`src/rtl/dpram_loader_pkg.sv`:
```
// Shared types for the dual-port RAM loader: FSM state encoding and checksum width.
// Build option DPRAM_LOADER_CLEAR_EN (see dpram_loader) enables the zero-fill pass.
package dpram_loader_pkg;

    typedef enum logic [1:0] {
        StIdle,
        StClear,
        StLoad,
        StDone
    } state_e;

    localparam int unsigned ChecksumWidth = 16;

endpackage

```
`src/rtl/dpram_loader_window.sv`:
```
// Combinational address window: flags ioctl addresses inside the RAM image and
// converts them to a RAM-relative address.
module dpram_loader_window #(
    parameter int unsigned address_width = 10,
    parameter int unsigned base_address  = 0
) (
    input  logic [24:0]              addr_i,
    output logic                     hit_o,
    output logic [address_width-1:0] ram_addr_o
);

    // One extra bit so base + depth cannot wrap at the top of the 25-bit space.
    localparam logic [25:0] Base  = 26'(base_address);
    localparam logic [25:0] Limit = Base + (26'd1 << address_width);

    assign hit_o      = ({1'b0, addr_i} >= Base) && ({1'b0, addr_i} < Limit);
    assign ram_addr_o = address_width'(addr_i - Base[24:0]);

endmodule

```
`src/rtl/dpram_loader.sv`:
```
// Write-side master filling a dual-port RAM from the ioctl download stream.
// Define DPRAM_LOADER_CLEAR_EN to zero-fill the RAM before each load.
module dpram_loader
    import dpram_loader_pkg::*;
#(
    parameter int unsigned address_width = 10,
    parameter int unsigned target_index  = 0,
    parameter int unsigned base_address  = 0
) (
    input  logic                     clock,
    input  logic                     reset_n,
    input  logic                     ioctl_download,
    input  logic [7:0]               ioctl_index,
    input  logic                     ioctl_wr,
    input  logic [24:0]              ioctl_addr,
    input  logic [7:0]               ioctl_dout,
    output logic                     ioctl_wait,
    output logic                     ram_enable,
    output logic                     ram_wren,
    output logic [address_width-1:0] ram_address,
    output logic [7:0]               ram_data,
    output logic                     busy,
    output logic                     done,
    output logic [15:0]              checksum,
    output logic                     dropped
);

    localparam logic [7:0] TargetIdx = 8'(target_index);

    state_e                     state_q;
    logic                       dl_q;
    logic                       we_q;
    logic [address_width-1:0]   addr_q;
    logic [7:0]                 data_q;
    logic [ChecksumWidth-1:0]   checksum_q;
    logic                       dropped_q;

    logic                       win_hit;
    logic [address_width-1:0]   win_addr;
    logic                       idx_match;
    logic                       start;
    logic                       wr_acc;

    assign idx_match = (ioctl_index == TargetIdx);
    assign start     = ioctl_download & ~dl_q & idx_match;
    assign wr_acc    = ioctl_wr & idx_match;

    dpram_loader_window #(
        .address_width (address_width),
        .base_address  (base_address)
    ) u_window (
        .addr_i     (ioctl_addr),
        .hit_o      (win_hit),
        .ram_addr_o (win_addr)
    );

`ifdef DPRAM_LOADER_CLEAR_EN
    localparam logic [address_width-1:0] ClearLast = '1;

    logic                     pend_valid_q, pend_valid_d;
    logic [address_width-1:0] pend_addr_q, pend_addr_d;
    logic [7:0]               pend_data_q, pend_data_d;
    logic                     pend_drop;

    // Strobes that arrive while clearing are parked in a single-entry buffer.
    always_comb begin
        pend_valid_d = pend_valid_q;
        pend_addr_d  = pend_addr_q;
        pend_data_d  = pend_data_q;
        pend_drop    = 1'b0;
        if (state_q == StClear && wr_acc) begin
            if (!win_hit || pend_valid_q) begin
                pend_drop = 1'b1;
            end else begin
                pend_valid_d = 1'b1;
                pend_addr_d  = win_addr;
                pend_data_d  = ioctl_dout;
            end
        end
    end

    always_ff @(posedge clock or negedge reset_n) begin
        if (!reset_n) begin
            pend_valid_q <= 1'b0;
            pend_addr_q  <= '0;
            pend_data_q  <= '0;
        end else begin
            if (state_q == StClear && addr_q == ClearLast) begin
                pend_valid_q <= 1'b0;
            end else begin
                pend_valid_q <= pend_valid_d;
            end
            pend_addr_q <= pend_addr_d;
            pend_data_q <= pend_data_d;
        end
    end
`endif

    always_ff @(posedge clock or negedge reset_n) begin
        if (!reset_n) begin
            state_q    <= StIdle;
            dl_q       <= 1'b0;
            we_q       <= 1'b0;
            addr_q     <= '0;
            data_q     <= '0;
            checksum_q <= '0;
            dropped_q  <= 1'b0;
        end else begin
            dl_q <= ioctl_download;
            case (state_q)
                StIdle: begin
                    we_q <= 1'b0;
                    if (start) begin
                        checksum_q <= '0;
                        dropped_q  <= 1'b0;
`ifdef DPRAM_LOADER_CLEAR_EN
                        state_q <= StClear;
                        we_q    <= 1'b1;
                        addr_q  <= '0;
                        data_q  <= '0;
`else
                        state_q <= StLoad;
`endif
                    end
                end
`ifdef DPRAM_LOADER_CLEAR_EN
                StClear: begin
                    if (pend_drop) begin
                        dropped_q <= 1'b1;
                    end
                    if (addr_q == ClearLast) begin
                        // The parked byte (or one arriving right now) lands in the first LOAD cycle.
                        we_q <= pend_valid_d;
                        if (pend_valid_d) begin
                            addr_q     <= pend_addr_d;
                            data_q     <= pend_data_d;
                            checksum_q <= checksum_q + ChecksumWidth'(pend_data_d);
                        end
                        state_q <= (!ioctl_download && !pend_valid_d) ? StDone : StLoad;
                    end else begin
                        addr_q <= addr_q + address_width'(1);
                    end
                end
`endif
                StLoad: begin
                    if (wr_acc) begin
                        we_q <= win_hit;
                        if (win_hit) begin
                            addr_q     <= win_addr;
                            data_q     <= ioctl_dout;
                            checksum_q <= checksum_q + ChecksumWidth'(ioctl_dout);
                        end else begin
                            dropped_q <= 1'b1;
                        end
                    end else begin
                        we_q <= 1'b0;
                        if (!ioctl_download) begin
                            state_q <= StDone;
                        end
                    end
                end
                StDone: begin
                    we_q    <= 1'b0;
                    state_q <= StIdle;
                end
                default: begin
                    we_q    <= 1'b0;
                    state_q <= StIdle;
                end
            endcase
        end
    end

`ifdef DPRAM_LOADER_CLEAR_EN
    assign ioctl_wait = (state_q == StClear);
`else
    assign ioctl_wait = 1'b0;
`endif
    assign ram_enable  = we_q;
    assign ram_wren    = we_q;
    assign ram_address = addr_q;
    assign ram_data    = data_q;
    assign busy        = (state_q == StClear) || (state_q == StLoad);
    assign done        = (state_q == StDone);
    assign checksum    = checksum_q;
    assign dropped     = dropped_q;

endmodule

```
`config.mk`:
```
export PLATFORM = sky130hd
export DESIGN_NAME = dpram_loader
export DESIGN_NICKNAME = d
export VERILOG_FILES = /design/src/rtl/dpram_loader_pkg.sv /design/src/rtl/dpram_loader_window.sv /design/src/rtl/dpram_loader.sv
export SDC_FILE = /design/constraint.sdc
export NUM_CORES = 1
export LEC_CHECK = 0
export CORE_ASPECT_RATIO = 0.6
export CORE_MARGIN = 4
export CORE_UTILIZATION = 44
export CTS_BUF_LIST = sky130_fd_sc_hd__clkbuf_2 sky130_fd_sc_hd__clkbuf_4 sky130_fd_sc_hd__clkbuf_8
export CTS_CLUSTER_SIZE = 10
export DETAILED_ROUTE_END_ITERATION = 8
export PLACE_DENSITY = 0.83
export SYNTH_ARGS = -nofsm -noshare
export SYNTH_HDL_FRONTEND = slang
export SYNTH_SLANG_ARGS = --single-unit
export TNS_END_PERCENT = 10
```
`constraint.sdc`:
```
create_clock -name clock -period 3.2 [get_ports clock]
set_input_delay 0.8 -clock clock [delete_from_list [all_inputs] [get_ports clock]]
set_output_delay 0.8 -clock clock [all_outputs]
set_load 0.01 [all_outputs]
```
==> out/metrics.cfg <==
[timing]
maxSlewViolCount=0
finalSetupTns_ps=0
holdWs_ps=507.4
fmax_mhz=321.5
tightestPinTransition_ps=845.4
fin_crit_sh_pct=97.20
maxSlewHeadroom_pct=43.64
setup_viol=0
worst_clock_skew_ps=4.880
finalHoldViolations=0
layout_min_cycle_time_ps=3110

[cts]
htree_levels=2
hold_buffers=0
numCtsBuffers=5
cts.sinks=39
clk_pin_slew_worst_paths_ps=70
clockBufferDepth=2
cts-root-buf=clkbuf_8
post_cts_buffers=0
clkLatencyLatePin_ps=300
cts_tree=yes

[synthesis]
synth_seq_cells=39
synth-edff-count=0
async_reset_ff_share_pct=100.0
synth-simple-area-share_pct=17.54
synth.avg_cell_area_um2=10.57
ys.flop_type=dfrtp_1
ys_warn_count=0
synth.area.top_cells=dfrtp_1, mux2_2, ha_1
synth_compound_area_share_pct=9.587
synth-seq-area-share_pct=47.33
synth_xor_area_share_pct=4.248
synth_top_family_by_area=simple AND/OR/NAND/NOR gates
muxShareOfSynthArea_pct=9.830
synth_top_area_share_pct=47.33
syn_area_mm2=0.002062
synth_cells=195
synth_top_cell_by_area=dfrtp_1
ys_types=38
syn-num-nets=252
synth-adder-area-share_pct=7.646

[critical_path]
crit_path_end=checksum[12]
r2r_cells=8
reg2reg_from=state_q[0]
crit_type=primary input to register
r2r_slack_ps=630
crit_required_ps=3430
crit_fanout=5
cp-start-kind=primary input
r2r-end=checksum[12]
crit_path_start=ioctl_dout[0]
crit_path_end_kind=register
arrival_ps=3340

[routing]
drt_iter0_drc=61
vias=1832
drtAntennaViolNets=0
post-route-drc-count=0
first_pass_iters=4
wl_per_cell_um=14.85
wirelength_um=5212
via_per_inst=5.219

[floorplan]
die_x_um=96.38
die_area_mm2=0.005881
rows=18
start_util_pct=47.93
pin_count=85
dieHeight_um=61.03
coreArea_mm2=0.004302

[finish]
layout_common_cells=clkdlybuf4s50_1, dfrtp_1, nand2_1, mux2_2, nor2_1
stdcell_area_mm2=0.003134
fillCellCount=313
final_common_cell=clkdlybuf4s50_1
drive_above_1_share_pct=16.84
nets=347
area_delta_synth_final_pct=52.00
antenna_cells=0

[placed_design]
dp_hpwl_um=4011
portBuffers=83
globalplace.congestion=0.7979
placed_area_mm2=0.003015

[global_route]
antenna_found_initial=0
grt_overflow_total=0
grt_max_degree=40
grt.total_usage_pct=18.92
grt_pass1_vias=1854
grt_first_pass_wirelength_um=8411

[run]
drv_cap=0

[power_and_ir_drop]
p_per_area_mw_per_mm2=554.4
peakVddDrop_uv=500.6
p_leak_nw=1.349

[worst_hold_path]
hold_path_startpoint=ram_data[2]
min_path_type=register to register

[run_status]
status=complete, no violations

## metrics by stage
| stage | cells | setup slack [ps] | util, % | power [mW] |
|---|---|---|---|---|
| after floorplan | 195 | 256.5 | - | 1.047 |
| after global placement | 343 | -243.4 | 70.10 | 1.373 |
| after detailed placement | 343 | -340.8 | 70.10 | 1.391 |
| after CTS | 351 | 34.53 | 72.25 | 1.740 |
| after global routing | 351 | -7.181 | 72.86 | 1.867 |
| final | 351 | 89.62 | 72.86 | 1.737 |
## critical path: stages
cell,delay [ps]
clkdlybuf4s50_1,470
ha_1,160
inv_1,50
fa_2,350
nor2b_2,150
o2111ai_2,120
and3_1,210
or4_4,520
or3_4,390
a21oi_2,120
## metal layers
layer	share of wire, %	GRT usage (%)
met1	45	24.83
met2	43	29.24
met3	10	6.716
met4	1.1	7.186
met5	0	0
## flip-flops by register name, indices dropped and copies added (netlist names)
register / flops
ram_data: 8
state_q: 2
dropped: 1
ram_address: 10
ram_enable: 1
checksum: 16
dl_q: 1
## timing repair
action                                  4_1_cts  5_1_grt
gates cloned                                  0        0
pin swaps                                     0        3
resized for setup                             1        7
endpoints found under the setup margin        1        3
## power by group
group / internal [mW] / total [mW] / switching (mW)
combinational: 0.394 / 0.791 / 0.397
clock: 0.152 / 0.331 / 0.179
sequential: 0.555 / 0.616 / 0.0604
total: 1.10 / 1.74 / 0.637
## cells by family (layout without fill, tap and decap cells)
logic type               Yosys count  count (layout)
other                              1               1
adder cells (fa/ha/maj)           12              12
XOR/XNOR                          10              10
multiplexers                      18              18
AND/OR/NAND/NOR                   66              66
flip-flops                        39              39
buffers and inverters             17             113
AO/OA/AOI/OAI                     32              32
## Yosys cell counts, types with 2 or more instances
cell / number
a21oi_1: 10
buf_4: 3
clkbuf_1: 4
dfrtp_1: 39
ha_1: 11
inv_1: 9
mux2_2: 18
nand2_1: 18
nand2b_1: 2
nand3_1: 7
nand4_1: 2
nor2_1: 14
nor2b_1: 3
nor3_1: 5
nor4_1: 3
nor4_4: 2
nor4b_1: 3
o21ai_0: 8
o31ai_1: 5
or3_1: 3
xnor2_1: 6
xor2_1: 4
## worst min path at each step
stage / endpoint / slack (ps) / cells after the start
2_1_floorplan: state_q[0] / 490 / 1
3_5_place_dp: ram_address[4] / 500 / 1
6_report: ram_data[2] / 510 / 1
4_1_cts: ram_address[5] / 510 / 1
5_1_grt: ram_data[4] / 520 / 1
3_3_place_gp: ram_address[0] / 490 / 1
## final cells by class
cell class	instances	area (um^2)	share of cell area, %
flip-flops and latches	39	975.9	31.14
clock buffers	5	68.82	2.196
multi-input cells	139	1041	33.21
clock inverters	3	20.02	0.6387
well taps	60	75.07	2.395
inverters	10	37.54	1.198
repair buffers	95	915.9	29.22
Power figures use the tool's default switching activity.
